$ cat config.mk
export PLATFORM = sky130hd
export DESIGN_NAME = cmd_write
export DESIGN_NICKNAME = d
export VERILOG_FILES = /design/src/rtl/cmd_write.sv
export SDC_FILE = /design/constraint.sdc
export NUM_CORES = 1
export LEC_CHECK = 0
export BUFFER_PORTS_ARGS = -buffer_cell sky130_fd_sc_hd__buf_4
export CAP_MARGIN = 20
export CORE_ASPECT_RATIO = 0.5
export CORE_UTILIZATION = 27
export CTS_CLUSTER_DIAMETER = 50
export DETAILED_ROUTE_END_ITERATION = 10
export PLACE_DENSITY_LB_ADDON = 0.12
export SLEW_MARGIN = 25
export SYNTH_ARGS = -nofsm -noshare
export SYNTH_HDL_FRONTEND = slang
export SYNTH_SLANG_ARGS = --single-unit
$ cat constraint.sdc
create_clock -name clk_i -period 1.89 [get_ports clk_i]
set_clock_uncertainty 0.2 [all_clocks]
set_input_delay 0.378 -clock clk_i [delete_from_list [all_inputs] [get_ports clk_i]]
set_output_delay 0.378 -clock clk_i [all_outputs]
set_load 0.1 [all_outputs]
$ cat src/rtl/cmd_write.sv
// SD host CMD-line transmitter: serialises start, direction, index, argument, CRC7 and end bit.
// Optional macro CMD_WRITE_NCC_GAP_EN holds the block busy for NccCycles bit periods after each frame.
module cmd_write #(
  parameter int unsigned NccCycles = 8
) (
  input  logic        clk_i,
  input  logic        rst_i,
  input  logic        clk_en_i,
  input  logic        start_i,
  input  logic [5:0]  cmd_index_i,
  input  logic [31:0] cmd_arg_i,
  output logic        ready_o,
  output logic        busy_o,
  output logic        done_o,
  output logic        start_listening_o,
  output logic        cmd_o,
  output logic        cmd_en_o
);

  localparam logic [1:0] IDLE    = 2'd0;
  localparam logic [1:0] SEND    = 2'd1;
  localparam logic [1:0] RELEASE = 2'd2;
`ifdef CMD_WRITE_NCC_GAP_EN
  localparam logic [1:0] GAP     = 2'd3;
  localparam int unsigned GapW = (NccCycles > 1) ? $clog2(NccCycles) : 1;

  logic [GapW-1:0] gap_cnt_q, gap_cnt_d;
`endif

  logic [1:0]  state_q, state_d;
  logic [39:0] shift_q, shift_d;
  logic [5:0]  cnt_q, cnt_d;
  logic [6:0]  crc_q, crc_d;
  logic        cmd_q, cmd_d;
  logic        cmd_en_q, cmd_en_d;
  logic        pulse_q, pulse_d;
  logic        tx_bit;
  logic        crc_fb;

  // Bit on the wire for the current counter value: header, then CRC, then end bit.
  always_comb begin
    if (cnt_q < 6'd40) begin
      tx_bit = shift_q[39];
    end else if (cnt_q < 6'd47) begin
      tx_bit = crc_q[6];
    end else begin
      tx_bit = 1'b1;
    end
    crc_fb = tx_bit ^ crc_q[6];
  end

  always_comb begin
    state_d  = state_q;
    shift_d  = shift_q;
    cnt_d    = cnt_q;
    crc_d    = crc_q;
    cmd_d    = cmd_q;
    cmd_en_d = cmd_en_q;
    pulse_d  = 1'b0;
`ifdef CMD_WRITE_NCC_GAP_EN
    gap_cnt_d = gap_cnt_q;
`endif
    case (state_q)
      IDLE: begin
        cmd_d    = 1'b1;
        cmd_en_d = 1'b0;
        if (start_i) begin
          shift_d = {2'b01, cmd_index_i, cmd_arg_i};
          cnt_d   = 6'd0;
          crc_d   = 7'd0;
          state_d = SEND;
        end
      end
      SEND: begin
        if (clk_en_i) begin
          cmd_d    = tx_bit;
          cmd_en_d = 1'b1;
          cnt_d    = cnt_q + 6'd1;
          // CRC7 (x^7 + x^3 + 1) absorbs header bits, then is shifted out MSB first.
          if (cnt_q < 6'd40) begin
            shift_d = {shift_q[38:0], 1'b0};
            crc_d   = {crc_q[5:3], crc_q[2] ^ crc_fb, crc_q[1:0], crc_fb};
          end else if (cnt_q < 6'd47) begin
            crc_d = {crc_q[5:0], 1'b0};
          end
          if (cnt_q == 6'd47) begin
            state_d = RELEASE;
          end
        end
      end
      RELEASE: begin
        if (clk_en_i) begin
          cmd_d    = 1'b1;
          cmd_en_d = 1'b0;
          pulse_d  = 1'b1;
`ifdef CMD_WRITE_NCC_GAP_EN
          gap_cnt_d = '0;
          state_d   = GAP;
`else
          state_d   = IDLE;
`endif
        end
      end
`ifdef CMD_WRITE_NCC_GAP_EN
      GAP: begin
        cmd_d    = 1'b1;
        cmd_en_d = 1'b0;
        if (clk_en_i) begin
          if (gap_cnt_q == GapW'(NccCycles - 1)) begin
            state_d = IDLE;
          end else begin
            gap_cnt_d = gap_cnt_q + 1'b1;
          end
        end
      end
`endif
      default: begin
        state_d  = IDLE;
        cmd_d    = 1'b1;
        cmd_en_d = 1'b0;
      end
    endcase
  end

  always_ff @(posedge clk_i) begin
    if (rst_i) begin
      state_q  <= IDLE;
      shift_q  <= '0;
      cnt_q    <= '0;
      crc_q    <= '0;
      cmd_q    <= 1'b1;
      cmd_en_q <= 1'b0;
      pulse_q  <= 1'b0;
`ifdef CMD_WRITE_NCC_GAP_EN
      gap_cnt_q <= '0;
`endif
    end else begin
      state_q  <= state_d;
      shift_q  <= shift_d;
      cnt_q    <= cnt_d;
      crc_q    <= crc_d;
      cmd_q    <= cmd_d;
      cmd_en_q <= cmd_en_d;
      pulse_q  <= pulse_d;
`ifdef CMD_WRITE_NCC_GAP_EN
      gap_cnt_q <= gap_cnt_d;
`endif
    end
  end

  assign ready_o           = (state_q == IDLE);
  assign busy_o            = ~ready_o;
  assign done_o            = pulse_q;
  assign start_listening_o = pulse_q;
  assign cmd_o             = cmd_q;
  assign cmd_en_o          = cmd_en_q;

endmodule

==> results_dict.tcl <==
set metrics [dict create \
    dp_cells 464 \
    clockBufferDepth 2 \
    ys.flop_type "dfxtp_1" \
    fill_cells 925 \
    clkTransAtPathRegs_ns 0.05 \
    endpoint_kind "output port" \
    p_total_uw 3470 \
    timing.final.crit_period_ns 1.84 \
    finalHoldViolCount 0 \
    ys_seq_area_frac 0.456 \
    diodes 0 \
    worstMarginPinSlew_ns 0.473 \
    antenna_left 0 \
    crit_required_ns 1.31 \
    clock_latency_ns 0.32 \
    port_buffers 47 \
    drc 0 \
    die_h_um 70.7 \
    async_reset_ff_frac 0 \
    max_cap_viol_count 0 \
    outcome "complete, no violations" \
    die-area_um2 9850 \
    internal_power_uw 2630 \
    fin_nets 407 \
    fin_crit_sh 0.972 \
    syn_area_per_cell_um2 8.01 \
    crit_chain "buf_6, nor2_4, clkinvlp_4, buf_12" \
    fp.coreArea_um2 8920 \
    crit_slowest_cell "dfxtp_4" \
    synth_cells 318 \
    holdCritStartpoint "cmd_arg_i[15]" \
    drive_gt1_frac 0.236 \
    num_rows 24 \
    path_buf_inv 3 \
    p_per_area_nw_per_um2 1010 \
    hpwlAfterDp_um 4010 \
    yosysWarnings 0 \
    cts.htree.levels 3 \
    place_congestion 0.732 \
    routed_wl_um 6580 \
    antenna_found_initial 0 \
    fp.dieW_um 139 \
    clock-sinks 58 \
    setup-violations-final 0 \
    switching_share 0.240 \
    cp_top_family "buffers and inverters" \
    post-route-util 0.385 \
    crit_path_max_fanout 4 \
    cpPeakStageDelay_ns 0.36 \
    clkPwrFrac 0.475 \
    final_cells 485 \
    synth.net_count 361 \
    area_delta_synth_final_pct 34.7 \
    cts-root-buf "clkbuf_16" \
    power_leakage_uw 0.00136 \
    synth_cell_types 35 \
    dr.pass1.iters 4 \
    cts_buffers 9 \
    power.share.combinational 0.134 \
    cts_tree "done" \
    syn-cell-area_um2 2550 \
    hp-class "input pin to register" \
    grt_max_degree 80 \
    drt_iter0_markers 140 \
    routedWlPerCell_um 13.6 \
    r2r-end "shift_q[39]" \
    grt_pass1_wl_um 10300 \
    p_sw_uw 833 \
    slew_violations 0 \
    worst_setup_path_start_kind "register" \
    worst_r2r_path_depth 6 \
    synth-seq-cells 58 \
    initial_core_util 0.285 \
    hold_depth 3 \
    r2r_slack_ns 0.08 \
    relSlewSlack 0.685 \
    grtUsageTotal 0.133 \
    r2r-start "cnt_q[4]" \
    io_pins 48 \
    first_global_vias 2202 \
    synth-edff-count 0 \
    critical_path_arrival_ns 1.26 \
    viasPerCell 4.87 \
    hold_buffers 0 \
    crit_type "register to output port" \
    seqPwrFrac 0.392 \
    via_count 2362 \
    worstHoldEndpoint "shift_q[15]" \
    vdd_drop_max_mv 0.485 \
    fmax_mhz 545 \
    overflow 0 \
]
==> tightest hold or removal path: cells and delay by family <==
family                 cells  cell delay, ns
buffers and inverters      1            0.11
AO/OA/AOI/OAI              1            0.07
AND/OR/NAND/NOR            1            0.04
==> synth_stat cells, types with 2 or more instances <==
master	instances	area share
buf_2	7	0.014
dfxtp_1	58	0.46
nor3b_1	2	0.0059
a211oi_1	2	0.0059
nand2_1	83	0.12
nand2b_1	5	0.012
nor4_1	2	0.0049
o21ai_0	4	0.0079
a311oi_1	38	0.13
nand3_1	10	0.020
xnor2_1	4	0.014
o2bb2ai_1	2	0.0069
nor2_1	52	0.077
nor3_1	2	0.0039
xor2_1	2	0.0069
a21oi_1	9	0.018
clkbuf_1	18	0.027
==> sequential cells by signal, indices dropped and copies added (netlist names) <==
name      flops
cmd_en_o      1
cmd_o         1
cnt_q         6
crc_q         7
done_o        1
shift_q      40
state_q       2
==> cell usage in the layout, fill, tap and decap left out, drive strengths merged <==
master,n
nand2,83
buf,62
dfxtp,58
nor2,52
a311oi,38
clkbuf,14
nand3,10
a21oi,9
nand2b,5
xnor2,4
o21ai,4
nor3,3
nor4,2
a211oi,2
nor3b,2
xor2,2
o2bb2ai,2
clkinvlp,1
mux2i,1
o211a,1
nor2b,1
nand4b,1
a21o,1
mux2,1
nand4,1
o21bai,1
a31o,1
a311o,1
a211o,1
o32a,1
ha,1
bufinv,1
clkinv,1
==> power groups by stage <==
stage / registers (uW) / logic [uW] / clock network [uW]
finish: 1360 / 463 / 1640
global route: 1370 / 512 / 1750
CTS: 1360 / 430 / 1690
detailed placement: 1380 / 427 / 0
global placement: 1380 / 419 / 0
floorplan: 1380 / 274 / 0
==> worst max-delay path by stage <==
stage	cells past startpoint	slack (ns)	end	startpoint
finish	4	0.05	busy_o	state_q[0]
global route	6	-0.004	shift_q[14]	cnt_q[3]
CTS	4	0.003	busy_o	state_q[0]
detailed placement	5	0.05	shift_q[25]	state_q[0]
global placement	5	0.1	shift_q[18]	state_q[0]
floorplan	3	-0.37	busy_o	state_q[1]
==> final cells by class <==
cell class	instances	area (um2)	area share
repair buffers	63	534	0.156
clock inverters	2	35.0	0.0102
clock buffers	13	270	0.0788
flip-flops and latches	58	1170	0.340
inverters	1	7.51	0.00219
well taps	117	146	0.0427
multi-input cells	231	1270	0.370
==> repair_timing <==
item / in CTS / in global routing
gates resized for setup: 4 / 5
pin swaps: 1 / 2
hold endpoints to repair: 0 / 0
setup buffers: 0 / 4
cloned: 0 / 2
endpoints found under the setup margin: 2 / 5
==> per-layer routing <==
metal / vias up / GRT usage / part of all wire
li1: 1205 / - / -
met1: 1106 / 0.164 / 0.50
met2: 44 / 0.210 / 0.45
met3: 7 / 0.0454 / 0.038
met4: 0 / 0.0617 / 0.012
met5: - / 0 / 0
==> kinds of logic after synthesis <==
kind of cell | after synthesis | share of synthesized area
and+or+nand+nor | 160 | 0.260
AOI/OAI and AO/OA | 62 | 0.194
DFF | 58 | 0.456
buffers and inverters | 29 | 0.0511
xor gates and xnor gates | 6 | 0.0206
muxes | 2 | 0.0133
adders and majority gates | 1 | 0.00491
==> through the flow <==
stage / setup slack [ns] / hold WS (ns) / setup TNS (ns) / instance area (um2)
after floorplan: -0.373 / 0.232 / -0.373 / 2570
after global placement: 0.0987 / 0.243 / 0 / 3040
after detailed placement: 0.0468 / 0.250 / 0 / 3040
after CTS: 0.00320 / 0.119 / 0 / 3360
after global routing: -0.00443 / 0.131 / -0.0106 / 3430
final: 0.0536 / 0.132 / 0 / 3430
No activity file was read; power rests on OpenSTA's default activity.
